<file path="src/rtl/ps2_host_tx_pkg.sv">
// Shared definitions for the PS/2 host-side transmit path: transmitter state
// encoding, common keyboard command bytes, the device ACK code and the
// parity helper used when a command byte is captured.
package ps2_host_tx_pkg;

  typedef enum logic [2:0] {
    ST_IDLE  = 3'd0,
    ST_RTS   = 3'd1,
    ST_START = 3'd2,
    ST_DATA  = 3'd3,
    ST_ACK   = 3'd4,
    ST_DONE  = 3'd5
  } tx_state_e;

  localparam logic [7:0] CMD_SET_LED = 8'hED;
  localparam logic [7:0] CMD_ECHO    = 8'hEE;
  localparam logic [7:0] CMD_RESET   = 8'hFF;
  localparam logic [7:0] ACK_CODE    = 8'hFA;

  // Edge counter value held while waiting for the stop-bit edge (edge 10).
  localparam logic [3:0] EDGE_BEFORE_STOP = 4'd9;

  // Odd parity bit: makes the total number of ones in data+parity odd.
  function automatic logic odd_parity(input logic [7:0] data);
    return ~(^data);
  endfunction

endpackage

</file>
<file path="src/rtl/ps2_clk_filter.sv">
// PS/2 clock conditioning: two-flop synchroniser followed by a saturating
// glitch filter. A new line level is accepted only after FILTER_LEN
// consecutive samples disagree with the current one; fall_tick pulses for
// one cycle on every accepted 1->0 transition. Shared with the receive path.
module ps2_clk_filter #(
  parameter int FILTER_LEN = 8
) (
  input  logic clk,
  input  logic rst_n,
  input  logic ps2c_in,
  output logic fall_tick
);

  localparam int CW = (FILTER_LEN > 1) ? $clog2(FILTER_LEN) : 1;
  localparam logic [CW-1:0] CNT_LAST = CW'(FILTER_LEN - 1);

  logic          sync1_r;
  logic          sync2_r;
  logic          level_r;
  logic          level_next_s;
  logic          fall_tick_r;
  logic          fall_next_s;
  logic [CW-1:0] cnt_r;
  logic [CW-1:0] cnt_next_s;

  // Bring the asynchronous clock line into the clk domain (idle level is high).
  always_ff @(posedge clk or negedge rst_n) begin
    if (!rst_n) begin
      sync1_r <= 1'b1;
      sync2_r <= 1'b1;
    end else begin
      sync1_r <= ps2c_in;
      sync2_r <= sync1_r;
    end
  end

  // Count consecutive samples that differ from the accepted level; flip on saturation.
  always_comb begin
    cnt_next_s   = '0;
    level_next_s = level_r;
    fall_next_s  = 1'b0;
    if (sync2_r != level_r) begin
      if (cnt_r == CNT_LAST) begin
        level_next_s = sync2_r;
        fall_next_s  = level_r;
        cnt_next_s   = '0;
      end else begin
        cnt_next_s = cnt_r + 1'b1;
      end
    end else begin
      cnt_next_s = '0;
    end
  end

  // Filter state and registered falling-edge pulse.
  always_ff @(posedge clk or negedge rst_n) begin
    if (!rst_n) begin
      level_r     <= 1'b1;
      cnt_r       <= '0;
      fall_tick_r <= 1'b0;
    end else begin
      level_r     <= level_next_s;
      cnt_r       <= cnt_next_s;
      fall_tick_r <= fall_next_s;
    end
  end

  assign fall_tick = fall_tick_r;

endmodule

</file>
<file path="src/rtl/ps2_host_tx.sv">
// PS/2 host-to-device transmitter. Sends one command byte with the full
// sequence: clock inhibit, start bit, 8 data bits LSB first, odd parity,
// stop bit and device ACK sample. The open-drain lines are driven through
// registered active-high pull-low enables; the tri-states live above.
// Optional feature macro: PS2_TX_TIMEOUT_EN adds a per-transfer watchdog
// (TIMEOUT_CYCLES) that releases the lines and flags ack_err.
module ps2_host_tx
  import ps2_host_tx_pkg::*;
#(
  parameter int INHIBIT_CYCLES = 10000,
  parameter int FILTER_LEN     = 8,
  parameter int TIMEOUT_CYCLES = 2000000
) (
  input  logic       clk_Nexys,
  input  logic       Reset,
  input  logic       wr_ps2,
  input  logic [7:0] din,
  input  logic       ps2c_in,
  input  logic       ps2d_in,
  output logic       ps2c_oe,
  output logic       ps2d_oe,
  output logic       tx_idle,
  output logic       tx_done_tick,
  output logic       ack_err
);

  localparam int IW = (INHIBIT_CYCLES > 1) ? $clog2(INHIBIT_CYCLES) : 1;
  localparam logic [IW-1:0] INH_LAST = IW'(INHIBIT_CYCLES - 1);

  // The inhibit must outlast the clock filter, and the watchdog needs a sane limit.
  if ((INHIBIT_CYCLES < FILTER_LEN + 3) || (TIMEOUT_CYCLES < 2)) begin : g_bad_params
    $error("ps2_host_tx: INHIBIT_CYCLES or TIMEOUT_CYCLES out of range");
  end

  tx_state_e     state_r;
  tx_state_e     state_next_s;
  logic [IW-1:0] inh_cnt_r;
  logic [IW-1:0] inh_cnt_next_s;
  logic [3:0]    edge_cnt_r;
  logic [3:0]    edge_cnt_next_s;
  logic [8:0]    bits_r;
  logic [8:0]    bits_next_s;
  logic          ps2c_oe_r;
  logic          ps2c_oe_next_s;
  logic          ps2d_oe_r;
  logic          ps2d_oe_next_s;
  logic          ack_err_r;
  logic          ack_err_next_s;
  logic          done_tick_r;
  logic          tx_idle_r;
  logic          ps2d_meta_r;
  logic          ps2d_sync_r;
  logic          fall_tick_s;

`ifdef PS2_TX_TIMEOUT_EN
  localparam int TW = $clog2(TIMEOUT_CYCLES);
  localparam logic [TW-1:0] TO_LAST = TW'(TIMEOUT_CYCLES - 1);
  logic [TW-1:0] to_cnt_r;
  logic [TW-1:0] to_cnt_next_s;
`endif

  ps2_clk_filter #(
    .FILTER_LEN(FILTER_LEN)
  ) u_clk_filter (
    .clk       (clk_Nexys),
    .rst_n     (Reset),
    .ps2c_in   (ps2c_in),
    .fall_tick (fall_tick_s)
  );

  // Two-flop synchroniser for the data line, used only for the ACK sample.
  always_ff @(posedge clk_Nexys or negedge Reset) begin
    if (!Reset) begin
      ps2d_meta_r <= 1'b1;
      ps2d_sync_r <= 1'b1;
    end else begin
      ps2d_meta_r <= ps2d_in;
      ps2d_sync_r <= ps2d_meta_r;
    end
  end

  // Next-state and next-output logic for the transmit sequence.
  always_comb begin
    state_next_s    = state_r;
    inh_cnt_next_s  = inh_cnt_r;
    edge_cnt_next_s = edge_cnt_r;
    bits_next_s     = bits_r;
    ps2c_oe_next_s  = ps2c_oe_r;
    ps2d_oe_next_s  = ps2d_oe_r;
    ack_err_next_s  = ack_err_r;
    case (state_r)
      ST_IDLE: begin
        ps2c_oe_next_s = 1'b0;
        ps2d_oe_next_s = 1'b0;
        if (wr_ps2) begin
          bits_next_s    = {odd_parity(din), din};
          ack_err_next_s = 1'b0;
          inh_cnt_next_s = '0;
          ps2c_oe_next_s = 1'b1;
          state_next_s   = ST_RTS;
        end else begin
          state_next_s = ST_IDLE;
        end
      end
      ST_RTS: begin
        if (inh_cnt_r == INH_LAST) begin
          // Release the clock and present the start bit (0) together.
          ps2c_oe_next_s = 1'b0;
          ps2d_oe_next_s = 1'b1;
          state_next_s   = ST_START;
        end else begin
          inh_cnt_next_s = inh_cnt_r + 1'b1;
        end
      end
      ST_START: begin
        if (fall_tick_s) begin
          // Edge 1: present din[0]; the shift register feeds later bits.
          ps2d_oe_next_s  = ~bits_r[0];
          bits_next_s     = {1'b0, bits_r[8:1]};
          edge_cnt_next_s = 4'd1;
          state_next_s    = ST_DATA;
        end else begin
          state_next_s = ST_START;
        end
      end
      ST_DATA: begin
        if (fall_tick_s) begin
          if (edge_cnt_r == EDGE_BEFORE_STOP) begin
            // Edge 10: stop bit is a released (high) line.
            ps2d_oe_next_s = 1'b0;
            state_next_s   = ST_ACK;
          end else begin
            // Edges 2..9: remaining data bits, then parity.
            ps2d_oe_next_s  = ~bits_r[0];
            bits_next_s     = {1'b0, bits_r[8:1]};
            edge_cnt_next_s = edge_cnt_r + 4'd1;
          end
        end else begin
          state_next_s = ST_DATA;
        end
      end
      ST_ACK: begin
        if (fall_tick_s) begin
          // Edge 11: a device ACK holds data low; high means NACK.
          ack_err_next_s = ps2d_sync_r;
          state_next_s   = ST_DONE;
        end else begin
          state_next_s = ST_ACK;
        end
      end
      ST_DONE: begin
        ps2c_oe_next_s = 1'b0;
        ps2d_oe_next_s = 1'b0;
        state_next_s   = ST_IDLE;
      end
      default: begin
        ps2c_oe_next_s = 1'b0;
        ps2d_oe_next_s = 1'b0;
        state_next_s   = ST_IDLE;
      end
    endcase

`ifdef PS2_TX_TIMEOUT_EN
    to_cnt_next_s = '0;
    if ((state_r == ST_START) || (state_r == ST_DATA) || (state_r == ST_ACK)) begin
      if (to_cnt_r == TO_LAST) begin
        // Device stopped clocking: give the bus back and report failure.
        ps2c_oe_next_s = 1'b0;
        ps2d_oe_next_s = 1'b0;
        ack_err_next_s = 1'b1;
        state_next_s   = ST_DONE;
        to_cnt_next_s  = '0;
      end else begin
        to_cnt_next_s = to_cnt_r + 1'b1;
      end
    end else begin
      to_cnt_next_s = '0;
    end
`endif
  end

  // State, datapath and registered outputs.
  always_ff @(posedge clk_Nexys or negedge Reset) begin
    if (!Reset) begin
      state_r     <= ST_IDLE;
      inh_cnt_r   <= '0;
      edge_cnt_r  <= 4'd0;
      bits_r      <= 9'd0;
      ps2c_oe_r   <= 1'b0;
      ps2d_oe_r   <= 1'b0;
      ack_err_r   <= 1'b0;
      done_tick_r <= 1'b0;
      tx_idle_r   <= 1'b1;
    end else begin
      state_r     <= state_next_s;
      inh_cnt_r   <= inh_cnt_next_s;
      edge_cnt_r  <= edge_cnt_next_s;
      bits_r      <= bits_next_s;
      ps2c_oe_r   <= ps2c_oe_next_s;
      ps2d_oe_r   <= ps2d_oe_next_s;
      ack_err_r   <= ack_err_next_s;
      done_tick_r <= (state_next_s == ST_DONE);
      tx_idle_r   <= (state_next_s == ST_IDLE);
    end
  end

`ifdef PS2_TX_TIMEOUT_EN
  // Watchdog counter, running from START entry until the transfer ends.
  always_ff @(posedge clk_Nexys or negedge Reset) begin
    if (!Reset) begin
      to_cnt_r <= '0;
    end else begin
      to_cnt_r <= to_cnt_next_s;
    end
  end
`endif

  assign ps2c_oe      = ps2c_oe_r;
  assign ps2d_oe      = ps2d_oe_r;
  assign tx_idle      = tx_idle_r;
  assign tx_done_tick = done_tick_r;
  assign ack_err      = ack_err_r;

endmodule

</file>
<file path="config.mk">
export PLATFORM = sky130hd
export DESIGN_NAME = ps2_host_tx
export DESIGN_NICKNAME = d
export VERILOG_FILES = /design/src/rtl/ps2_host_tx_pkg.sv /design/src/rtl/ps2_clk_filter.sv /design/src/rtl/ps2_host_tx.sv
export SDC_FILE = /design/constraint.sdc
export NUM_CORES = 1
export LEC_CHECK = 0
export ABC_CLOCK_PERIOD_IN_PS = 2800
export CORE_UTILIZATION = 45
export CTS_CLUSTER_SIZE = 20
export DETAILED_ROUTE_END_ITERATION = 7
export GPL_ROUTABILITY_DRIVEN = 0
export GPL_TIMING_DRIVEN = 1
export HOLD_SLACK_MARGIN = 0.05
export PLACE_DENSITY = 0.73
export REMOVE_ABC_BUFFERS = 1
export SLEW_MARGIN = 20
export SYNTH_ARGS = -nofsm -noshare
export SYNTH_HDL_FRONTEND = slang
export SYNTH_SLANG_ARGS = --single-unit
</file>
<file path="constraint.sdc">
create_clock -name clk_Nexys -period 2.8 [get_ports clk_Nexys]
set_clock_uncertainty 0.15 [all_clocks]
set_input_delay 0.28 -clock clk_Nexys [delete_from_list [all_inputs] [get_ports clk_Nexys]]
set_output_delay 0.28 -clock clk_Nexys [all_outputs]
set_load 0.05 [all_outputs]
</file>
## Word-level counts from Yosys, hierarchy flattened

Index checks and enable logic that the tools add are counted.
W data, S select, Z words.

| word-level totals | value |
|---|---|
| flip-flop bits (word level) | 44 |
| latch bits | 0 |
| bits in writable memories | 0 |
| memory bits (read-only) | 0 |
| output and inout port bits | 5 |
| word-level logic and storage cells | 88 |
| memories kept | 0 |

| operators by class | value |
|---|---|
| add/sub/neg operators | 3 |
| multiply operators | 0 |
| div/mod/pow operators | 0 |
| $lt $le $gt $ge | 0 |
| equal/unequal tests | 16 |
| shifts and indexed selects | 0 |
| mux-type cells | 34 |
| bitwise operators | 4 |
| reduce and logical (&&, ||, !) cells | 15 |

Operator list:

| kind | count |
|---|---|
| $mux W9 | 4 |
| $mux W14 | 2 |
| $pmux W14 S2 | 1 |
| $pmux W9 S3 | 1 |
| $mux W3 | 5 |
| $pmux W3 S5 | 1 |
| $add A14 B1 Y14 const B | 1 |
| $eq A14 B14 Y1 const B | 1 |
| $mux W1 | 13 |
| $mux W4 | 3 |
| $eq A3 B3 Y1 const B | 3 |
| $ne A2 B2 Y1 const B | 4 |
| $pmux W4 S2 | 1 |
| $reduce_and A4 Y1 | 2 |
| $reduce_xor A8 Y1 | 1 |
| $eq A3 B2 Y1 const B | 2 |
| $logic_not A3 Y1 | 2 |
| $ne A2 B1 Y1 const B | 3 |
| $reduce_and A3 Y1 | 2 |
| $reduce_bool A2 Y1 | 3 |
| $reduce_and A5 Y1 | 1 |
| $add A4 B1 Y4 const B | 1 |
| $eq A4 B4 Y1 const B | 1 |
| $not A1 Y1 | 4 |
| 9 further kinds | 10 |

## Longest topological paths before layout

Gate-level depths: netlist (run 1).

| logic depth | value |
|---|---|
| word-level depth | 5 |
| depth in mapped cells | 7 |
| mapped depth without buffers | 6 |

## Cells and area by module

Synthesis (run 1) repeated with hierarchy kept, for this count alone.

| unflattened totals | value |
|---|---|
| cells, all modules | 206 |
| area total of the unflattened synthesis | 2199.6 um2 |

Modules (own cells, without submodules):

| module | times used | cells each | area each (um2) | seq. area each (um2) |
|---|---|---|---|---|
| ps2_host_tx | 1 | 191 | 1940.6 | 929.6 |
| ps2_clk_filter | 1 | 15 | 259.0 | 178.9 |

## Worst setup path after synthesis (run 1)

OpenSTA, ideal clock, no wires.

| timing | value |
|---|---|
| path type | register to register |
| start | reg state_r[2] |
| end | reg inh_cnt_r[13] |
| setup time | 0.136 ns |
| data arrival time | 1.753 ns |
| data required time | 2.514 ns |
| setup slack | 0.761 ns |
| stages on the path, launching flop included | 7 |
| period minus slack after synthesis | 2.039 ns |
| cells stage by stage | dfrtp_1 buf_6 or3b_1 buf_2 or3_1 o311ai_1 o41ai_1 |

| between the ends | value |
|---|---|
| word-level cells in the longest chain between the ends | 3 |
| elaborated cells between the ends (all ways) | 7 |

RTL lines:

| item | RTL line | text |
|---|---|---|
| start: declaration | ps2_host_tx.sv:35 | `tx_state_e state_r;` |
| start signal: assignment | ps2_host_tx.sv:195 | `state_r <= state_next_s;` |
| $eq A3 B1 Y1 or $logic_not A3 Y1 (tied branches) | ps2_host_tx.sv:91 | `case (state_r)` |
| $ne A2 B2 Y1 (no source line) or $reduce_bool A2 Y1 (tied branches) | - |  |
| $reduce_and A3 Y1 (no source line) | - |  |
| end signal: assignment | ps2_host_tx.sv:196 | `inh_cnt_r <= inh_cnt_next_s;` |
| end: declaration | ps2_host_tx.sv:37 | `logic [IW-1:0] inh_cnt_r;` |

Several ways; a longest one is shown, not always the timed one.
A chain may end at the register's enable or synchronous reset.

## Final worst setup path (run 1)

Same ends and word-level chain as after synthesis.

==> flow_summary.json, run 1 <==
{
  "grt_setup_unrepaired": "no",
  "grt_pass1_vias": 1474,
  "max_clock_freq_mhz": 443,
  "outcome": "completed",
  "antennaDiodeCount": 0,
  "starting_density_of_the_core": 0.480,
  "min-delay-path-class": "flip-flop to flip-flop",
  "timing.critical_path.arrival_ps": 2280,
  "crit_path_start_kind": "flip-flop",
  "clock_latency_ps": 300,
  "detailed_place_hpwl_um": 2540,
  "floorplan.die.width_um": 71.1,
  "layout.core_utilization": 0.559,
  "wire_per_inst_um": 13.8,
  "ir_worst_vdd_v": 0.000353,
  "worst_hold_path.num_cells": 0,
  "cts_tree": "yes",
  "postSynthCellCount": 205,
  "cts.repair.resized": 0,
  "synth.largest_area_cell": "sky130_fd_sc_hd__dfrtp_1",
  "timing.final.hold_violations": 0,
  "post_synth_most_frequent_cells": "38 x sky130_fd_sc_hd__dfrtp_1, 22 x sky130_fd_sc_hd__nand2_1, 16 x sky130_fd_sc_hd__o21ai_0, 12 x sky130_fd_sc_hd__xnor2_1, 9 x sky130_fd_sc_hd__mux2i_1",
  "finalSetupViolCount": 0,
  "total_clock_buffers_created_by_cts": 5,
  "globalRoute.totalOverflow": 0,
  "maxSlewHeadroom": 0.583,
  "synth.yosys.seq_area_share": 0.516,
  "p_leak_nw": 1.07,
  "netlist_top_cells_area": "sky130_fd_sc_hd__dfrtp_1 44%, sky130_fd_sc_hd__dfstp_2 7.3%, sky130_fd_sc_hd__xnor2_1 4.9%, sky130_fd_sc_hd__mux2i_1 4.2%, sky130_fd_sc_hd__nand2_1 3.8%",
  "io-pin-count": 18,
  "globalRouteTotalUtil": 0.168,
  "rows": 24,
  "clock_transition_at_the_registers_of_the_reported_paths_ps": 80,
  "synth.most_common_cell": "sky130_fd_sc_hd__dfrtp_1",
  "post-synth-top-area-fraction": 0.442,
  "cts_htree_levels": 2,
  "synth-edff-count": 0,
  "antenna_found_initial": 0,
  "core-area_um2": 4470,
  "syn_area_per_cell_um2": 10.5,
  "crit_path_max_fanout": 16,
  "synth-seq-cells": 44,
  "cts_max_path_buffers": 2,
  "drv_cap": 0,
  "cp_data_required_time_ps": 2820,
  "r2r_cells": 4,
  "synth_area_um2": 2150,
  "synth_async_sr_flop_share": 1.00,
  "yosys.cell_types.count": 44,
  "global_route_wire_length_before_repair_um": 6680,
  "period_minus_slack_ps": 2260,
  "drtIter0Drc": 94,
  "crit_path_start": "state_r[2]",
  "floorplan.die.height_um": 71.1,
  "layout.nets": 241,
  "dominantRegCellSynth": "sky130_fd_sc_hd__dfrtp_1",
  "drc": 0,
  "io_buffers": 17,
  "vias_per_cell": 5.60,
  "syn2layout_area_growth_pct": 16.4,
  "endpoint_kind": "flip-flop",
  "ratio_of_cells_with_drive_above_1_in_the_final_layout": 0.125,
  "die_area_um2": 5060,
  "hold_path.startpoint": "ps2d_meta_r",
  "clock-root-buffer": "sky130_fd_sc_hd__clkbuf_8",
  "layout_worst_path_cycle_share": 0.806,
  "ys.warnings.count": 0,
  "detail_route.wirelength_um": 3810,
  "cts_sinks": 44,
  "grt_start_max_net_pins": 45,
  "firstDrtPassIters": 6,
  "worstSetupPathType": "flip-flop to flip-flop",
  "via_count": 1545,
  "power_density_over_the_cells_nw_per_um2": 525,
  "tns_ps": 0,
  "tightestPinTransition_ps": 626,
  "drtAntennaViolNets": 0,
  "report.final.slew_viol_count": 0,
  "r2r_slack_ps": 540,
  "regToRegStartpoint": "state_r[2]"
}
==> where the power goes <==
| group | switching, mW | total, mW | internal [mW] |
|---|---|---|---|
| Sequential | 0.0202 | 0.693 | 0.673 |
| Combinational | 0.0488 | 0.112 | 0.0630 |
| Clock | 0.217 | 0.509 | 0.292 |
| Total | 0.286 | 1.31 | 1.03 |
==> layout by cell type (no fill, tap or decap), types with 4 or more instances in the layout <==
master and n:
sky130_fd_sc_hd__a21oi_1 6, sky130_fd_sc_hd__clkbuf_8 6, sky130_fd_sc_hd__clkdlybuf4s50_1 16, sky130_fd_sc_hd__dfrtp_1 38, sky130_fd_sc_hd__dfstp_2 6, sky130_fd_sc_hd__ha_1 5, sky130_fd_sc_hd__inv_1 8, sky130_fd_sc_hd__mux2i_1 9
sky130_fd_sc_hd__nand2_1 22, sky130_fd_sc_hd__nand3_1 7, sky130_fd_sc_hd__nor2_1 8, sky130_fd_sc_hd__nor4_1 5, sky130_fd_sc_hd__o21ai_0 16, sky130_fd_sc_hd__o311ai_0 4, sky130_fd_sc_hd__o31ai_1 5, sky130_fd_sc_hd__or2_2 5
sky130_fd_sc_hd__xnor2_1 12
==> state kept, by name, summed over array words and instances, names as in the netlist <==
register,flops
inh_cnt_r,14
state_r,3
ps2d_meta_r,1
edge_cnt_r,4
ps2d_sync_r,1
u_clk_filter.sync2_r,1
ps2d_oe,1
ps2c_oe,1
bits_r,9
tx_done_tick,1
u_clk_filter.sync1_r,1
u_clk_filter.level_r,1
u_clk_filter.cnt_r,3
ack_err,1
u_clk_filter.fall_tick,1
tx_idle,1
==> cells by family after synthesis <==
family	after synthesis	synth area share
XOR/XNOR	13	0.0530
buffers and inverters	18	0.0378
AO/OA/AOI/OAI	40	0.120
multiplexers	12	0.0576
adder cells (fa/ha/maj)	5	0.0291
AND/OR/NAND/NOR	73	0.187
flip-flops	44	0.516
==> worst paths after layout <==
kind | end
max | inh_cnt_r[13]
min | ps2d_sync_r
max reg2reg | inh_cnt_r[13]
min reg2reg | ps2d_sync_r
max in group asynchronous | tx_done_tick
min in group asynchronous | inh_cnt_r[4]
==> routing by layer <==
layer	part of all wire	track usage	vias up	wire length, µm
met2	0.46	0.267	28	1760
met1	0.50	0.226	745	1890
met5	0	0	-	0
met4	0.0076	0.0400	0	29
li1	-	-	768	-
met3	0.033	0.0541	4	127
==> repair_timing <==
action                     4_1_cts  5_1_grt
setup endpoints to repair        0        0
hold buffers                     1        0
setup buffers                    0        0
hold endpoints to repair        38        0
==> worst max-delay path, cell delays in order, from the launching register on <==
cell and delay [ps]:
sky130_fd_sc_hd__dfrtp_1 490, sky130_fd_sc_hd__or3b_1 620, sky130_fd_sc_hd__or3_1 490, sky130_fd_sc_hd__o311ai_1 270
sky130_fd_sc_hd__o41ai_1 110
==> layout make-up <==
cell class                 instances  area [µm²]
clock buffer                       6        82.6
clock inverter                     2        38.8
fill                             375        1970
inverter                           8        30.0
multi-input combinational        143         960
sequential                        44        1110
tap                               52        65.1
timing repair buffer              21         218
==> through the flow <==
| stage | instances | area [µm²] | total power [mW] | worst slack [ps] | hold WS (ps) |
|---|---|---|---|---|---|
| after floorplan | 195 | 2100 | 0.767 | 713 | -166 |
| after global placement | 266 | 2340 | 0.809 | 591 | 196 |
| after detailed placement | 266 | 2340 | 0.813 | 551 | 198 |
| after CTS | 275 | 2470 | 1.33 | 544 | 215 |
| after global routing | 276 | 2500 | 1.37 | 374 | 220 |
| final | 276 | 2500 | 1.31 | 542 | 213 |
Note: power is estimated with default switching activity, not from simulation.
==> run 2: changes to the inputs <==
--- a/config.mk
+++ b/config.mk
@@ -5,7 +5,7 @@
 export SDC_FILE = /design/constraint.sdc
 export NUM_CORES = 1
 export LEC_CHECK = 0
-export ABC_CLOCK_PERIOD_IN_PS = 2800
+export ABC_CLOCK_PERIOD_IN_PS = 2400
 export CORE_UTILIZATION = 45
 export CTS_CLUSTER_SIZE = 20
 export DETAILED_ROUTE_END_ITERATION = 7
==> constraint.sdc (replaced) <==
create_clock -name clk_Nexys -period 2.4 [get_ports clk_Nexys]
set_clock_uncertainty 0.15 [all_clocks]
set_input_delay 0.24 -clock clk_Nexys [delete_from_list [all_inputs] [get_ports clk_Nexys]]
set_output_delay 0.24 -clock clk_Nexys [all_outputs]
set_load 0.05 [all_outputs]
==> run 2 against run 1 <==
Via count down 0.52%; count of clock-buffer cells in the layout stayed put; final cell count grew 1.4%; setup slack lost 160 ps; design area decreased by 0.90%; register-to-register slack got worse by 160 ps; power is 5.6% higher; first-iteration DRC count is 41% lower; sequential power increased by 17%; clock power decreased by 11%; non-clock buffer count is 4 higher; highest routed layer unchanged.
==> flow_summary.json, run 2 (synthesized netlist as in run 1, its figures left out) <==
{
  "post_layout_nonfiller_instances": 280,
  "ir_worst_vdd_v": 0.000333,
  "worstSetupPathType": "flip-flop to flip-flop",
  "maxSlewHeadroom": 0.670,
  "syn2layout_area_growth_pct": 15.4,
  "report.final.slew_viol_count": 0,
  "ratio_of_cells_with_drive_above_1_in_the_final_layout": 0.136,
  "timing.critical_path.cells": "or3b_1 -> or3_1 -> or3_1 -> a21oi_1",
  "total_clock_buffers_created_by_cts": 5,
  "fillCellCount": 393,
  "layout_worst_path_cycle_share": 0.839,
  "r2r_cells": 4,
  "cts_htree_levels": 2,
  "vias_per_cell": 5.49,
  "path_delay_family": "simple AND/OR/NAND/NOR gates",
  "endpoint_kind": "flip-flop",
  "cp_slowest_cell": "sky130_fd_sc_hd__dfrtp_1",
  "global_route_wire_length_before_repair_um": 6820,
  "timing.critical_path.arrival_ps": 2080,
  "drtAntennaViolNets": 0,
  "tightestPinTransition_ps": 493,
  "cp_data_required_time_ps": 2470,
  "starting_density_of_the_core": 0.480,
  "worst_r2r_endpoint": "inh_cnt_r[12]",
  "globalRouteTotalUtil": 0.175,
  "tns_ps": 0,
  "antennaDiodeCount": 0,
  "crit_path_start_kind": "flip-flop",
  "firstDrtPassIters": 6,
  "regToRegStartpoint": "state_r[2]",
  "cts_max_path_buffers": 2,
  "drc": 0,
  "wire_per_inst_um": 13.6,
  "min-delay-path-class": "primary input to flip-flop",
  "die_area_um2": 5060,
  "crit_path_max_fanout": 10,
  "period_minus_slack_ps": 2010,
  "cts.repair.resized": 0,
  "drtIter0Drc": 55,
  "timing.final.hold_violations": 0,
  "floorplan.die.height_um": 71.1,
  "grt_pass1_vias": 1533,
  "cpMostUsedCell": "sky130_fd_sc_hd__or3_1",
  "globalRoute.totalOverflow": 0,
  "commonest_non_fill_non_tap_cell_in_the_layout": "sky130_fd_sc_hd__dfrtp_1",
  "numPlacedInstances": 271,
  "hold_path.startpoint": "ps2c_in",
  "register_area_um2": 1110,
  "p_leak_nw": 1.06,
  "wl_met3_um": 90,
  "power_density_over_the_cells_nw_per_um2": 559,
  "cts_tree": "yes",
  "cts_sinks": 44,
  "detailed_place_hpwl_um": 2750,
  "worst_hold_path.num_cells": 1,
  "io_buffers": 17,
  "regMostFlops": "inh_cnt_r",
  "io-pin-count": 18,
  "rows": 24,
  "critPathMaxStageDelay_ps": 480,
  "mostFrequentLayoutCells": "38 x sky130_fd_sc_hd__dfrtp_1, 22 x sky130_fd_sc_hd__nand2_1, 16 x sky130_fd_sc_hd__o21ai_0, 16 x sky130_fd_sc_hd__clkdlybuf4s50_1, 12 x sky130_fd_sc_hd__xnor2_1",
  "layout.nets": 245,
  "grt_start_max_net_pins": 19,
  "max_clock_freq_mhz": 497,
  "floorplan.die.width_um": 71.1,
  "met2RoutedLength_um": 1840,
  "outcome": "completed",
  "worstPathBufferInverterCount": 0,
  "detail_route.wirelength_um": 3810,
  "grt_setup_unrepaired": "no",
  "min_delay_worst_endpoint": "u_clk_filter.sync1_r",
  "largest_registers_in_the_final_layout": "inh_cnt_r x14, bits_r x9, edge_cnt_r x4",
  "clock_latency_ps": 290,
  "clock-root-buffer": "sky130_fd_sc_hd__clkbuf_8",
  "crit_path_start": "state_r[2]",
  "r2r_slack_ps": 390,
  "layout.core_utilization": 0.554,
  "fin_worst_hold_slack_ps": 200,
  "area_used_by_multi_input_combinational_logic_um2": 960,
  "place_worst_setup_slack_ps": 389,
  "final_worst_setup_slack_ps": 386,
  "wl_met1_um": 1860,
  "finalSetupViolCount": 0,
  "via_count": 1537,
  "antenna_found_initial": 0,
  "largest_register_ffs": 14,
  "drv_cap": 0,
  "clock_transition_at_the_registers_of_the_reported_paths_ps": 80,
  "core-area_um2": 4470,
  "routed.top_layer": "met4"
}
## run 2: cell types whose count changed in the layout (fill, tap and decap cells not counted), sizes merged
cell,delta
buf,+4
bufinv,-1
clkinvlp,+1
## run 2: area by class of cell
type                       instances  area share
clock buffer                       6      0.0293
timing repair buffer              25      0.0918
tap                               52      0.0262
inverter                           8      0.0121
clock inverter                     2     0.00656
sequential                        44       0.447
multi-input combinational        143       0.387
## run 2: worst reg2reg max path, cell delays in order, from the launching register on
cell and delay [ps]:
sky130_fd_sc_hd__dfrtp_1 480, sky130_fd_sc_hd__or3b_1 440, sky130_fd_sc_hd__or3_1 400, sky130_fd_sc_hd__or3_1 350, sky130_fd_sc_hd__a21oi_1 140
## run 2: how the worst max path moves through the flow
| stage | endpoint | slack, ps | cells past startpoint |
|---|---|---|---|
| 2_1_floorplan | inh_cnt_r[13] | 310 | 4 |
| 3_3_place_gp | inh_cnt_r[12] | 420 | 4 |
| 3_5_place_dp | inh_cnt_r[13] | 390 | 4 |
| 4_1_cts | inh_cnt_r[13] | 380 | 4 |
| 5_1_grt | inh_cnt_r[13] | 240 | 4 |
| 6_report | inh_cnt_r[12] | 390 | 4 |
## run 2: where the power goes
group	switching [mW]	internal (mW)
Combinational	0.0566	0.0708
Sequential	0.0229	0.785
Clock	0.245	0.207
Total	0.324	1.06
## run 2: layer usage
metal / vias up / GRT usage
li1: 774 / -
met1: 740 / 0.236
met2: 21 / 0.274
met3: 2 / 0.0442
met4: 0 / 0.0689
met5: - / 0
## run 2: through the flow
stage	cell area (µm²)	total power, mW
final	2480	1.39
after global routing	2480	1.46
after CTS	2480	1.41
after detailed placement	2380	0.952
after global placement	2380	0.946
after floorplan	2100	0.894
## run 2: repair_timing
item / 4_1_cts / 5_1_grt
setup buffers: 0 / 0
endpoints found under the hold margin: 16 / 0
hold buffers: 1 / 0
